$ cat src/rtl/axi_lite_slave_regs.sv
// AXI4-Lite register slave: NREG 32-bit registers with per-register write/read strobes.
// Optional macro AXI_SLAVE_PROT_EN rejects unprivileged (prot[0]=0) accesses with SLVERR.
module axi_lite_slave_regs #(
  parameter int unsigned AXI_DATAW      = 32,
  parameter int unsigned AXI_ADDRW      = 4,
  parameter int unsigned AXI_DATAW_BYTE = AXI_DATAW >> 3,
  parameter int unsigned NREG           = 4
) (
  input  logic                      clk,
  input  logic                      rst,
  input  logic [AXI_ADDRW-1:0]      awaddr,
  input  logic [2:0]                awprot,
  input  logic                      awvalid,
  output logic                      awready,
  input  logic [AXI_DATAW-1:0]      wdata,
  input  logic [AXI_DATAW_BYTE-1:0] wstrb,
  input  logic                      wvalid,
  output logic                      wready,
  output logic [1:0]                bresp,
  output logic                      bvalid,
  input  logic                      bready,
  input  logic [AXI_ADDRW-1:0]      araddr,
  input  logic [2:0]                arprot,
  input  logic                      arvalid,
  output logic                      arready,
  output logic [AXI_DATAW-1:0]      rdata,
  output logic [1:0]                rresp,
  output logic                      rvalid,
  input  logic                      rready,
  output logic [NREG*AXI_DATAW-1:0] reg_q,
  output logic [NREG-1:0]           wr_pulse,
  output logic [NREG-1:0]           rd_pulse
);

  localparam int unsigned IDXW        = AXI_ADDRW - 2;
  localparam logic [1:0]  RESP_OKAY   = 2'b00;
  localparam logic [1:0]  RESP_SLVERR = 2'b10;

  typedef enum logic { W_COLLECT, W_RESP } w_state_e;
  typedef enum logic { R_IDLE, R_RESP } r_state_e;

  w_state_e                  w_state_q, w_state_d;
  logic                      aw_have_q, aw_have_d;
  logic [IDXW-1:0]           aw_idx_q, aw_idx_d;
  logic                      aw_priv_q, aw_priv_d;
  logic                      w_have_q, w_have_d;
  logic [AXI_DATAW-1:0]      wdata_q, wdata_d;
  logic [AXI_DATAW_BYTE-1:0] wstrb_q, wstrb_d;
  logic                      awready_q, awready_d;
  logic                      wready_q, wready_d;
  logic                      bvalid_q, bvalid_d;
  logic [1:0]                bresp_q, bresp_d;
  logic [NREG*AXI_DATAW-1:0] regs_q, regs_d;
  logic [NREG-1:0]           wr_pulse_q, wr_pulse_d;

  r_state_e                  r_state_q, r_state_d;
  logic                      arready_q, arready_d;
  logic                      rvalid_q, rvalid_d;
  logic [AXI_DATAW-1:0]      rdata_q, rdata_d;
  logic [1:0]                rresp_q, rresp_d;
  logic [NREG-1:0]           rd_pulse_q, rd_pulse_d;

  logic                      aw_hs_c, w_hs_c, ar_hs_c;
  logic [IDXW-1:0]           aw_idx_c, ar_idx_c;
  logic [AXI_DATAW-1:0]      wdata_c;
  logic [AXI_DATAW_BYTE-1:0] wstrb_c;
  logic                      wr_prot_ok_c, rd_prot_ok_c, wr_ok_c, rd_ok_c;
  logic                      unused_bits;

  assign aw_hs_c  = awvalid && awready_q;
  assign w_hs_c   = wvalid && wready_q;
  assign ar_hs_c  = arvalid && arready_q;

  // Commit uses the beat arriving this edge when it is not already latched.
  assign aw_idx_c = aw_have_q ? aw_idx_q : awaddr[AXI_ADDRW-1:2];
  assign wdata_c  = w_have_q ? wdata_q : wdata;
  assign wstrb_c  = w_have_q ? wstrb_q : wstrb;
  assign ar_idx_c = araddr[AXI_ADDRW-1:2];

`ifdef AXI_SLAVE_PROT_EN
  assign wr_prot_ok_c = aw_have_q ? aw_priv_q : awprot[0];
  assign rd_prot_ok_c = arprot[0];
  assign unused_bits  = ^{awprot[2:1], arprot[2:1], awaddr[1:0], araddr[1:0]};
`else
  assign wr_prot_ok_c = 1'b1;
  assign rd_prot_ok_c = 1'b1;
  assign unused_bits  = ^{awprot, arprot, aw_priv_q, awaddr[1:0], araddr[1:0]};
`endif

  assign wr_ok_c = (32'(aw_idx_c) < NREG) && wr_prot_ok_c;
  assign rd_ok_c = (32'(ar_idx_c) < NREG) && rd_prot_ok_c;

  // Write path: collect AW and W independently, commit once both are present.
  always_comb begin
    w_state_d  = w_state_q;
    aw_have_d  = aw_have_q;
    aw_idx_d   = aw_idx_q;
    aw_priv_d  = aw_priv_q;
    w_have_d   = w_have_q;
    wdata_d    = wdata_q;
    wstrb_d    = wstrb_q;
    bvalid_d   = bvalid_q;
    bresp_d    = bresp_q;
    regs_d     = regs_q;
    wr_pulse_d = '0;
    case (w_state_q)
      W_COLLECT: begin
        if (aw_hs_c) begin
          aw_have_d = 1'b1;
          aw_idx_d  = awaddr[AXI_ADDRW-1:2];
          aw_priv_d = awprot[0];
        end
        if (w_hs_c) begin
          w_have_d = 1'b1;
          wdata_d  = wdata;
          wstrb_d  = wstrb;
        end
        if ((aw_have_q || aw_hs_c) && (w_have_q || w_hs_c)) begin
          w_state_d = W_RESP;
          bvalid_d  = 1'b1;
          bresp_d   = wr_ok_c ? RESP_OKAY : RESP_SLVERR;
          if (wr_ok_c) begin
            for (int unsigned i = 0; i < NREG; i++) begin
              if (32'(aw_idx_c) == i) begin
                wr_pulse_d[i +: 1] = 1'b1;
                for (int unsigned k = 0; k < AXI_DATAW_BYTE; k++) begin
                  if (wstrb_c[k +: 1] == 1'b1) begin
                    regs_d[i*AXI_DATAW + 8*k +: 8] = wdata_c[8*k +: 8];
                  end
                end
              end
            end
          end
        end
      end
      W_RESP: begin
        if (bready) begin
          w_state_d = W_COLLECT;
          bvalid_d  = 1'b0;
          aw_have_d = 1'b0;
          w_have_d  = 1'b0;
        end
      end
    endcase
    awready_d = (w_state_d == W_COLLECT) && !aw_have_d;
    wready_d  = (w_state_d == W_COLLECT) && !w_have_d;
  end

  // Read path: sample the register on AR acceptance, hold until R handshake.
  always_comb begin
    r_state_d  = r_state_q;
    rvalid_d   = rvalid_q;
    rdata_d    = rdata_q;
    rresp_d    = rresp_q;
    rd_pulse_d = '0;
    case (r_state_q)
      R_IDLE: begin
        if (ar_hs_c) begin
          r_state_d = R_RESP;
          rvalid_d  = 1'b1;
          rdata_d   = '0;
          rresp_d   = rd_ok_c ? RESP_OKAY : RESP_SLVERR;
          if (rd_ok_c) begin
            for (int unsigned i = 0; i < NREG; i++) begin
              if (32'(ar_idx_c) == i) begin
                rdata_d            = regs_q[i*AXI_DATAW +: AXI_DATAW];
                rd_pulse_d[i +: 1] = 1'b1;
              end
            end
          end
        end
      end
      R_RESP: begin
        if (rready) begin
          r_state_d = R_IDLE;
          rvalid_d  = 1'b0;
        end
      end
    endcase
    arready_d = (r_state_d == R_IDLE);
  end

  always_ff @(posedge clk or negedge rst) begin
    if (!rst) begin
      w_state_q  <= W_COLLECT;
      aw_have_q  <= 1'b0;
      aw_idx_q   <= '0;
      aw_priv_q  <= 1'b0;
      w_have_q   <= 1'b0;
      wdata_q    <= '0;
      wstrb_q    <= '0;
      awready_q  <= 1'b0;
      wready_q   <= 1'b0;
      bvalid_q   <= 1'b0;
      bresp_q    <= RESP_OKAY;
      regs_q     <= '0;
      wr_pulse_q <= '0;
      r_state_q  <= R_IDLE;
      arready_q  <= 1'b0;
      rvalid_q   <= 1'b0;
      rdata_q    <= '0;
      rresp_q    <= RESP_OKAY;
      rd_pulse_q <= '0;
    end else begin
      w_state_q  <= w_state_d;
      aw_have_q  <= aw_have_d;
      aw_idx_q   <= aw_idx_d;
      aw_priv_q  <= aw_priv_d;
      w_have_q   <= w_have_d;
      wdata_q    <= wdata_d;
      wstrb_q    <= wstrb_d;
      awready_q  <= awready_d;
      wready_q   <= wready_d;
      bvalid_q   <= bvalid_d;
      bresp_q    <= bresp_d;
      regs_q     <= regs_d;
      wr_pulse_q <= wr_pulse_d;
      r_state_q  <= r_state_d;
      arready_q  <= arready_d;
      rvalid_q   <= rvalid_d;
      rdata_q    <= rdata_d;
      rresp_q    <= rresp_d;
      rd_pulse_q <= rd_pulse_d;
    end
  end

  assign awready  = awready_q;
  assign wready   = wready_q;
  assign bvalid   = bvalid_q;
  assign bresp    = bresp_q;
  assign arready  = arready_q;
  assign rvalid   = rvalid_q;
  assign rdata    = rdata_q;
  assign rresp    = rresp_q;
  assign reg_q    = regs_q;
  assign wr_pulse = wr_pulse_q;
  assign rd_pulse = rd_pulse_q;

endmodule

$ cat config.mk
export PLATFORM = sky130hd
export DESIGN_NAME = axi_lite_slave_regs
export DESIGN_NICKNAME = d
export VERILOG_FILES = /design/src/rtl/axi_lite_slave_regs.sv
export SDC_FILE = /design/constraint.sdc
export NUM_CORES = 1
export LEC_CHECK = 0
export ABC_AREA = 1
export CAP_MARGIN = 15
export CORE_ASPECT_RATIO = 0.6
export CORE_MARGIN = 1
export CORE_UTILIZATION = 45
export CTS_CLUSTER_DIAMETER = 50
export DETAILED_ROUTE_END_ITERATION = 8
export MAX_ROUTING_LAYER = met4
export PLACE_DENSITY = 0.79
export SYNTH_ARGS = -nofsm -noshare
export SYNTH_HDL_FRONTEND = slang
export SYNTH_SLANG_ARGS = --single-unit
export TNS_END_PERCENT = 1
$ cat constraint.sdc
create_clock -name clk -period 3.3 [get_ports clk]
set_input_delay 0.495 -clock clk [delete_from_list [all_inputs] [get_ports clk]]
set_output_delay 0.495 -clock clk [all_outputs]
set_load 0.02 [all_outputs]
# After elaboration in Yosys (flattened, before gate mapping)
# Cells that the tools add are included.
# word_totals
ff_bits,215
out_inout_bits,177
word_cells,115
# classes
n_eq_ne,10
muxes,37
bitwise_logic,4
n_reduce_logical,33
# op_table
op,n
32-bit two-way mux,5
4-bit AND reduction,16
1-bit two-way mux,20
4-bit two-way mux,5
1-bit one-hot mux with 2 select lines,6
2-bit AND reduction,5
"2-bit equality test, second input constant",4
"2-bit != test, second input constant",4
1-bit logical AND,6
"2-bit by 1-bit equality test with 1-bit output, second input constant",2
2-bit zero test,2
1-bit NOT,4
1-bit zero test,2
1-bit logical OR,2
2-bit two-way mux,1

# Logic depth before layout (Yosys ltp)
# Gate-level depths: netlist (run 1).
# logic_depth
ltp_word,7
ltp_mapped,9
depth_no_buf,7

# Worst setup path after synthesis (run 1)
# Ideal clock, no wire load.
# synth_timing
kind,input port to flip-flop
from,input port awvalid
to,"register regs_q[0], in the netlist reg_q[0]"
setup_ps,117
arrival_ps,1235
t_required_ps,3183
path_slack_ps,1948
path_stages,8
path_cell_list,nand2_1 nand2_2 nand2_4 inv_4 buf_6 nand3_4 nand2_1 nand2_1
# synth_via
elab_chain_cells,4
# synth_lines
item,line_no,text
from (decl),13,"input logic awvalid,"
1-bit logical AND,70,assign aw_hs_c = awvalid && awready_q;
1-bit logical OR,118,if ((aw_have_q || aw_hs_c) && (w_have_q || w_hs_c)) begin
1-bit logical AND,118,
4-bit AND reduction (no line),n/a,
to (signal assigned),216,regs_q <= regs_d;
to (decl),53,"logic [NREG*AXI_DATAW-1:0] regs_q, regs_d;"
# No other way between the ends.
# A chain may end at the register's enable or synchronous reset.

# Worst setup path after layout (run 1)
# layout_timing
from,"register regs_q[107], in the netlist reg_q[107]"
to,output port reg_q[107]
# layout_lines
item,line_no,text
to (decl),30,"output logic [NREG*AXI_DATAW-1:0] reg_q,"
# No word-level cell between the ends.

==> impl_metrics.ini, run 1 <==
[hold_path]
hold_depth = 2
hp-start = rdata[28]
hp-class = reg2reg
hold_end = rdata[28]

[setup_path]
max_stage_delay_ps = 650
r2r_cells = 7
path_buf_inv = 1
critical_path_class = reg2out
endpoint_kind = primary output
rr_endpoint = reg_q[124]
cp_max_fo = 3
start_kind = flip-flop
path_cells = clkdlybuf4s50_1
path_depth = 1
slowest_stage = clkdlybuf4s50_1
required_ps = 2800
rr_startpoint = w_have_q
r2r_slack_ps = 1210
worstPathArrival_ps = 1610
crit_family = buffers and inverters

[synth]
synth_top_family_by_area = simple AND/OR/NAND/NOR gates
synth-edff-count = 0
synthMuxAreaShare_pct = 0
synth-compound-area-share_pct = 3.91
synth_adder_area_share_pct = 0
async_flop_share_pct = 100
ys_ff_latch = 215
synth_xor_area_share_pct = 0
synth_area_um2 = 9960
avgSynthCellArea_um2 = 8.31
ys_warn_count = 0
synth_flop_cell = dfrtp_1
synth_cells = 1199
ys_seq_area_share_pct = 54.0
synth.distinct_cells = 25
synth_simple_gate_area_share_pct = 36.0

[die]
core_area_um2 = 21300
ios = 234
die-area_um2 = 22700
std_cell_rows = 41
die_y_um = 117
initial_utilization_pct = 46.7
die_width_um = 194

[cells_and_area]
regArea_um2 = 5380
layout_common_cells = nand2_1, clkdlybuf4s50_1, dfrtp_1
synthToLayoutAreaGrowth_pct = 30.4
nets = 1454
nFillCells = 1856
drive_above_1_share_pct = 7.29
layoutNonFillerInstCount = 1701
final_common_cell = nand2_1
multi_input_area_um2 = 4010

[sta]
setup_viol = 0
setup_ws_ps = 1190
slew_viol_final = 0
fin_setup_tns_ps = 0
fin_crit_sh_pct = 63.9
max_freq_mhz = 474
hold-worst-slack_ps = 481
hold_viol = 0
slew_headroom_pct = 37.8
period_minus_slack_ps = 2110
skew_ps = 19.4
worst_slew_pin_slew_ps = 923
rsz0062_at_grt = false

[detailed_routing]
first_iter_violations = 1012
wl_per_cell_um = 19.1
via_count = 9158
wl_um = 32500
drt-pass1-iter-count = 5
viasPerCell = 5.38
drc = 0
final_antenna_net_count = 0

[power]
p_per_area_nw_per_um2 = 1070
ir_worst_vdd_uv = 400
power.leakage_nw = 6.23

[global_routing]
grt_pass1_wl_um = 50200
grt_overflow = 0
grt_usage_pct = 29.9
grt_max_degree = 81
grt_pass1_vias = 8531
antenna_found_initial = 10

[placement]
gp_congestion = 0.860
hpwlAfterDp_um = 22300
pre_cts_slack_ps = 984
dpl.cell_count = 1652
io_buffers = 219

[cts]
cts_tree = done
post_cts_resize_count = 0
cts_buffers = 21
cts.clk_slew.worst_paths_ps = 70
htreeDepth = 1
cts_num_sinks = 215
cts_root_buf = clkbuf_16
postCtsSetupBuffers = 0
worstSkewPairLatency_ps = 500
clock_path_buffers = 3

[run]
maxCapViolations = 0

[status]
run_status = finished, final reports clean
## cell usage after synthesis, types with 4 or more instances
master / instances / area [um^2]
clkbuf_1: 16 / 60.1
buf_2: 27 / 135
nor2_4: 10 / 113
nand3_1: 131 / 656
nand2_2: 10 / 62.6
o21ai_0: 66 / 330
buf_4: 5 / 37.5
nand4_1: 31 / 194
nor2_8: 5 / 100
nand3_4: 10 / 175
nor3_1: 7 / 35.0
nand2_1: 565 / 2120
dfrtp_1: 215 / 5380
buf_6: 15 / 169
inv_2: 4 / 15.0
a21oi_1: 9 / 45.0
inv_1: 47 / 176
nand3_2: 6 / 60.1
nor2_1: 14 / 52.6
## logic make-up (layout without fill, tap and decap cells)
| family | count (synthesis) | after routing |
|---|---|---|
| compound gates | 77 | 77 |
| flops | 215 | 215 |
| buf+inv | 115 | 325 |
| simple gates | 791 | 791 |
| other cells | 1 | 14 |
## per-layer routing
metal	up-vias	routed length (um)	GRT usage, %
met5	-	0	-
met1	4394	14800	43.7
met3	49	4100	9.48
li1	4239	-	-
met2	476	13100	40.1
met4	0	544	6.46
## metrics by stage
stage	util, %	instance area (um^2)	total power, W
2_1_floorplan	-	9970	0.00844
6_report	60.9	13000	0.0139
4_1_cts	60.7	13000	0.0140
3_5_place_dp	57.5	12300	0.0115
3_3_place_gp	57.5	12300	0.0114
5_1_grt	60.9	13000	0.0148
## final cells by class
type	instances	share of cell area [%]
Tap cell	279	2.69
Sequential cell	215	41.4
Clock buffer	33	5.01
Clock inverter	5	0.250
Timing Repair Buffer	235	18.1
Multi-Input combinational cell	872	30.9
Inverter	52	1.52
Antenna cell	10	0.193
## report_power, final
| group | switching [W] | leakage, nW | internal (W) |
|---|---|---|---|
| Clock | 0.00104 | 0.342 | 0.00136 |
| Combinational | 0.00402 | 3.25 | 0.00256 |
| Sequential | 0.00109 | 2.65 | 0.00387 |
| Total | 0.00615 | 6.23 | 0.00779 |
## worst max path at each step
| stage | start | to | slack, ps |
|---|---|---|---|
| final | reg_q[107] | reg_q[107] | 1190 |
| after detailed placement | awaddr[2] | reg_q[28] | 980 |
| after global placement | awaddr[3] | reg_q[30] | 1020 |
| after floorplan | awvalid | reg_q[0] | 1950 |
| after global routing | w_have_q | reg_q[121] | 1040 |
| after CTS | reg_q[108] | reg_q[108] | 1200 |
## flip-flops by register name, summed over array words and instances, names as in the netlist, 2 cells and up
name,cells
rd_pulse,4
wr_pulse,4
rdata,32
reg_q,128
wstrb_q,4
wdata_q,32
aw_idx_q,2
## timing repair
item / CTS / global route
hold buffers: 1 / 0
setup endpoints to repair: 0 / 0
endpoints found under the hold margin: 71 / 0
(Power assumes the default switching activity.)
==> run 2: changes to the inputs <==
--- a/config.mk
+++ b/config.mk
@@ -13,7 +13,7 @@
 export CTS_CLUSTER_DIAMETER = 50
 export DETAILED_ROUTE_END_ITERATION = 8
 export MAX_ROUTING_LAYER = met4
-export PLACE_DENSITY = 0.79
+export PLACE_DENSITY = 0.82
 export SYNTH_ARGS = -nofsm -noshare
 export SYNTH_HDL_FRONTEND = slang
 export SYNTH_SLANG_ARGS = --single-unit
==> constraint.sdc (replaced) <==
create_clock -name clk -period 1.84 [get_ports clk]
set_input_delay 0.276 -clock clk [delete_from_list [all_inputs] [get_ports clk]]
set_output_delay 0.276 -clock clk [all_outputs]
set_load 0.02 [all_outputs]
==> run 2 against run 1 <==
Die area stayed put. Sequential share of layout area is 2.0 points lower. Power is 84% higher. Count of clock-buffer cells in the layout is 3 lower. Design area is 5.1% higher. Final cell count is 3.0% higher. Clock power is 75% higher. Global-route usage is 0.70 points higher. Setup slack worse by 1200 ps. Register-to-register slack worse by 1100 ps. Critical path depth stayed put.
==> impl_metrics.ini, run 2 (same netlist as run 1, synthesis figures left out) <==
[setup_path]
cp_max_fo = 3
path_cells = clkdlybuf4s50_1
endpoint_kind = primary output
critical_path_class = reg2out
path_buf_inv = 1
worstPathArrival_ps = 1540
max_stage_delay_ps = 660
required_ps = 1560
start_kind = flip-flop
crit_family = buffers and inverters
slowest_stage = clkdlybuf4s50_1

[hold_path]
hp-class = in2async

[status]
run_status = finished, final reports clean

[die]
die-area_um2 = 22700
initial_utilization_pct = 46.7
die_y_um = 117
die_width_um = 194
ios = 234
core_area_um2 = 21300
std_cell_rows = 41

[detailed_routing]
wl_met1_um = 14400
first_iter_violations = 884
wl_per_cell_um = 19.1
wl_met2_um = 13800
met3WireLength_um = 4760
viasPerCell = 5.40
highest_layer = met4
final_antenna_net_count = 0
wl_um = 33500
drc = 0
via_count = 9468
drt-pass1-iter-count = 5

[power]
pwr-share-clk_pct = 16.4
power.leakage_nw = 7.01
internal_power_w = 0.0144
combPwrFrac_pct = 49.2
power_frac_seq_pct = 34.4
swShare_pct = 43.7
ir_worst_vdd_uv = 811
p_switching_w = 0.0112
p_per_area_nw_per_um2 = 1880

[cells_and_area]
final_common_cell = nand2_1
drive_above_1_share_pct = 10.3
synthToLayoutAreaGrowth_pct = 37.1
nFillCells = 1727
post-route-util_pct = 64.0
layout_common_cells = nand2_1, dfrtp_1, clkdlybuf4s50_1
regArea_um2 = 5380
nets = 1506
layoutNonFillerInstCount = 1752
multi_input_area_um2 = 4010
largest_reg_flops = 128

[cts]
worstSkewPairLatency_ps = 500
cts_root_buf = clkbuf_16
cts_tree = done
clock_path_buffers = 3
cts_buffers = 22
cts_num_sinks = 215
htreeDepth = 1
cts.clk_slew.worst_paths_ps = 60
postCtsSetupBuffers = 0

[sta]
setup_viol = 0
hold_viol = 0
skew_ps = 8.44
period_minus_slack_ps = 1820
rsz0062_at_grt = false
max_freq_mhz = 550
fin_crit_sh_pct = 98.7
slew_headroom_pct = 48.6
slew_viol_final = 0
worst_slew_pin_slew_ps = 770

[placement]
gp_congestion = 0.881
dpl.cell_count = 1703
io_buffers = 219
hpwlAfterDp_um = 23600

[global_routing]
grt_usage_pct = 30.7
grt_max_degree = 73
grt_pass1_vias = 8861
antenna_found_initial = 11
grt_pass1_wl_um = 51500
grt_overflow = 0

[run]
maxCapViolations = 0
## run 2: path summary, 6_finish.rpt
check / from / end / slack (ps) / cells after the start
worst max-delay path: reg_q[57] / reg_q[57] / 20 / 1
worst min-delay path: rst / rdata[26] / 300 / 2
worst max register to register: w_have_q / reg_q[62] / 160 / 4
worst min register to register: rdata[3] / rdata[3] / 480 / 2
max in group asynchronous: rst / reg_q[89] / 830 / 3
min in group clk: wdata[12] / wdata_q[12] / 350 / 3
## run 2: repair_timing
item | 4_1_cts | 5_1_grt
endpoints found under the setup margin | 7 | 69
gates resized for setup | 7 | 44
hold buffers | 1 | 0
endpoints found under the hold margin | 54 | 0
## run 2: cell type report
cell class              instances  area share, %
well taps                     279           2.56
diodes                         12          0.220
clock buffers                  30           4.55
flip-flops and latches        215           39.4
repair buffers                286           22.2
clock inverters                 6          0.247
multi-input cells             872           29.4
inverters                      52           1.45
## run 2: metrics by stage
step / cell area (um^2) / hold WS, ps / power (W) / TNS (ps) / worst slack [ps]
after detailed placement: 12900 / 249 / 0.0215 / -51.1 / -28.3
after floorplan: 9970 / -19.6 / 0.0151 / 0 / 496
after global placement: 12900 / 246 / 0.0211 / 0 / 42.2
after CTS: 13500 / 326 / 0.0257 / 0 / 0.776
after global routing: 13700 / 334 / 0.0271 / 0 / 0.324
final: 13700 / 302 / 0.0257 / 0 / 23.4
## run 2: per-layer routing
layer	global-route usage, %	vias up
met5	-	-
li1	-	4347
met4	7.46	0
met2	42.2	552
met1	42.1	4497
met3	11.7	72
## run 2: power groups by stage
stage | registers, W | clock network, W | logic, W
floorplan | 0.0105 | 0 | 0.00461
global placement | 0.00877 | 0 | 0.0123
detailed placement | 0.00885 | 0 | 0.0126
CTS | 0.00880 | 0.00424 | 0.0126
global route | 0.00907 | 0.00448 | 0.0136
finish | 0.00883 | 0.00421 | 0.0126
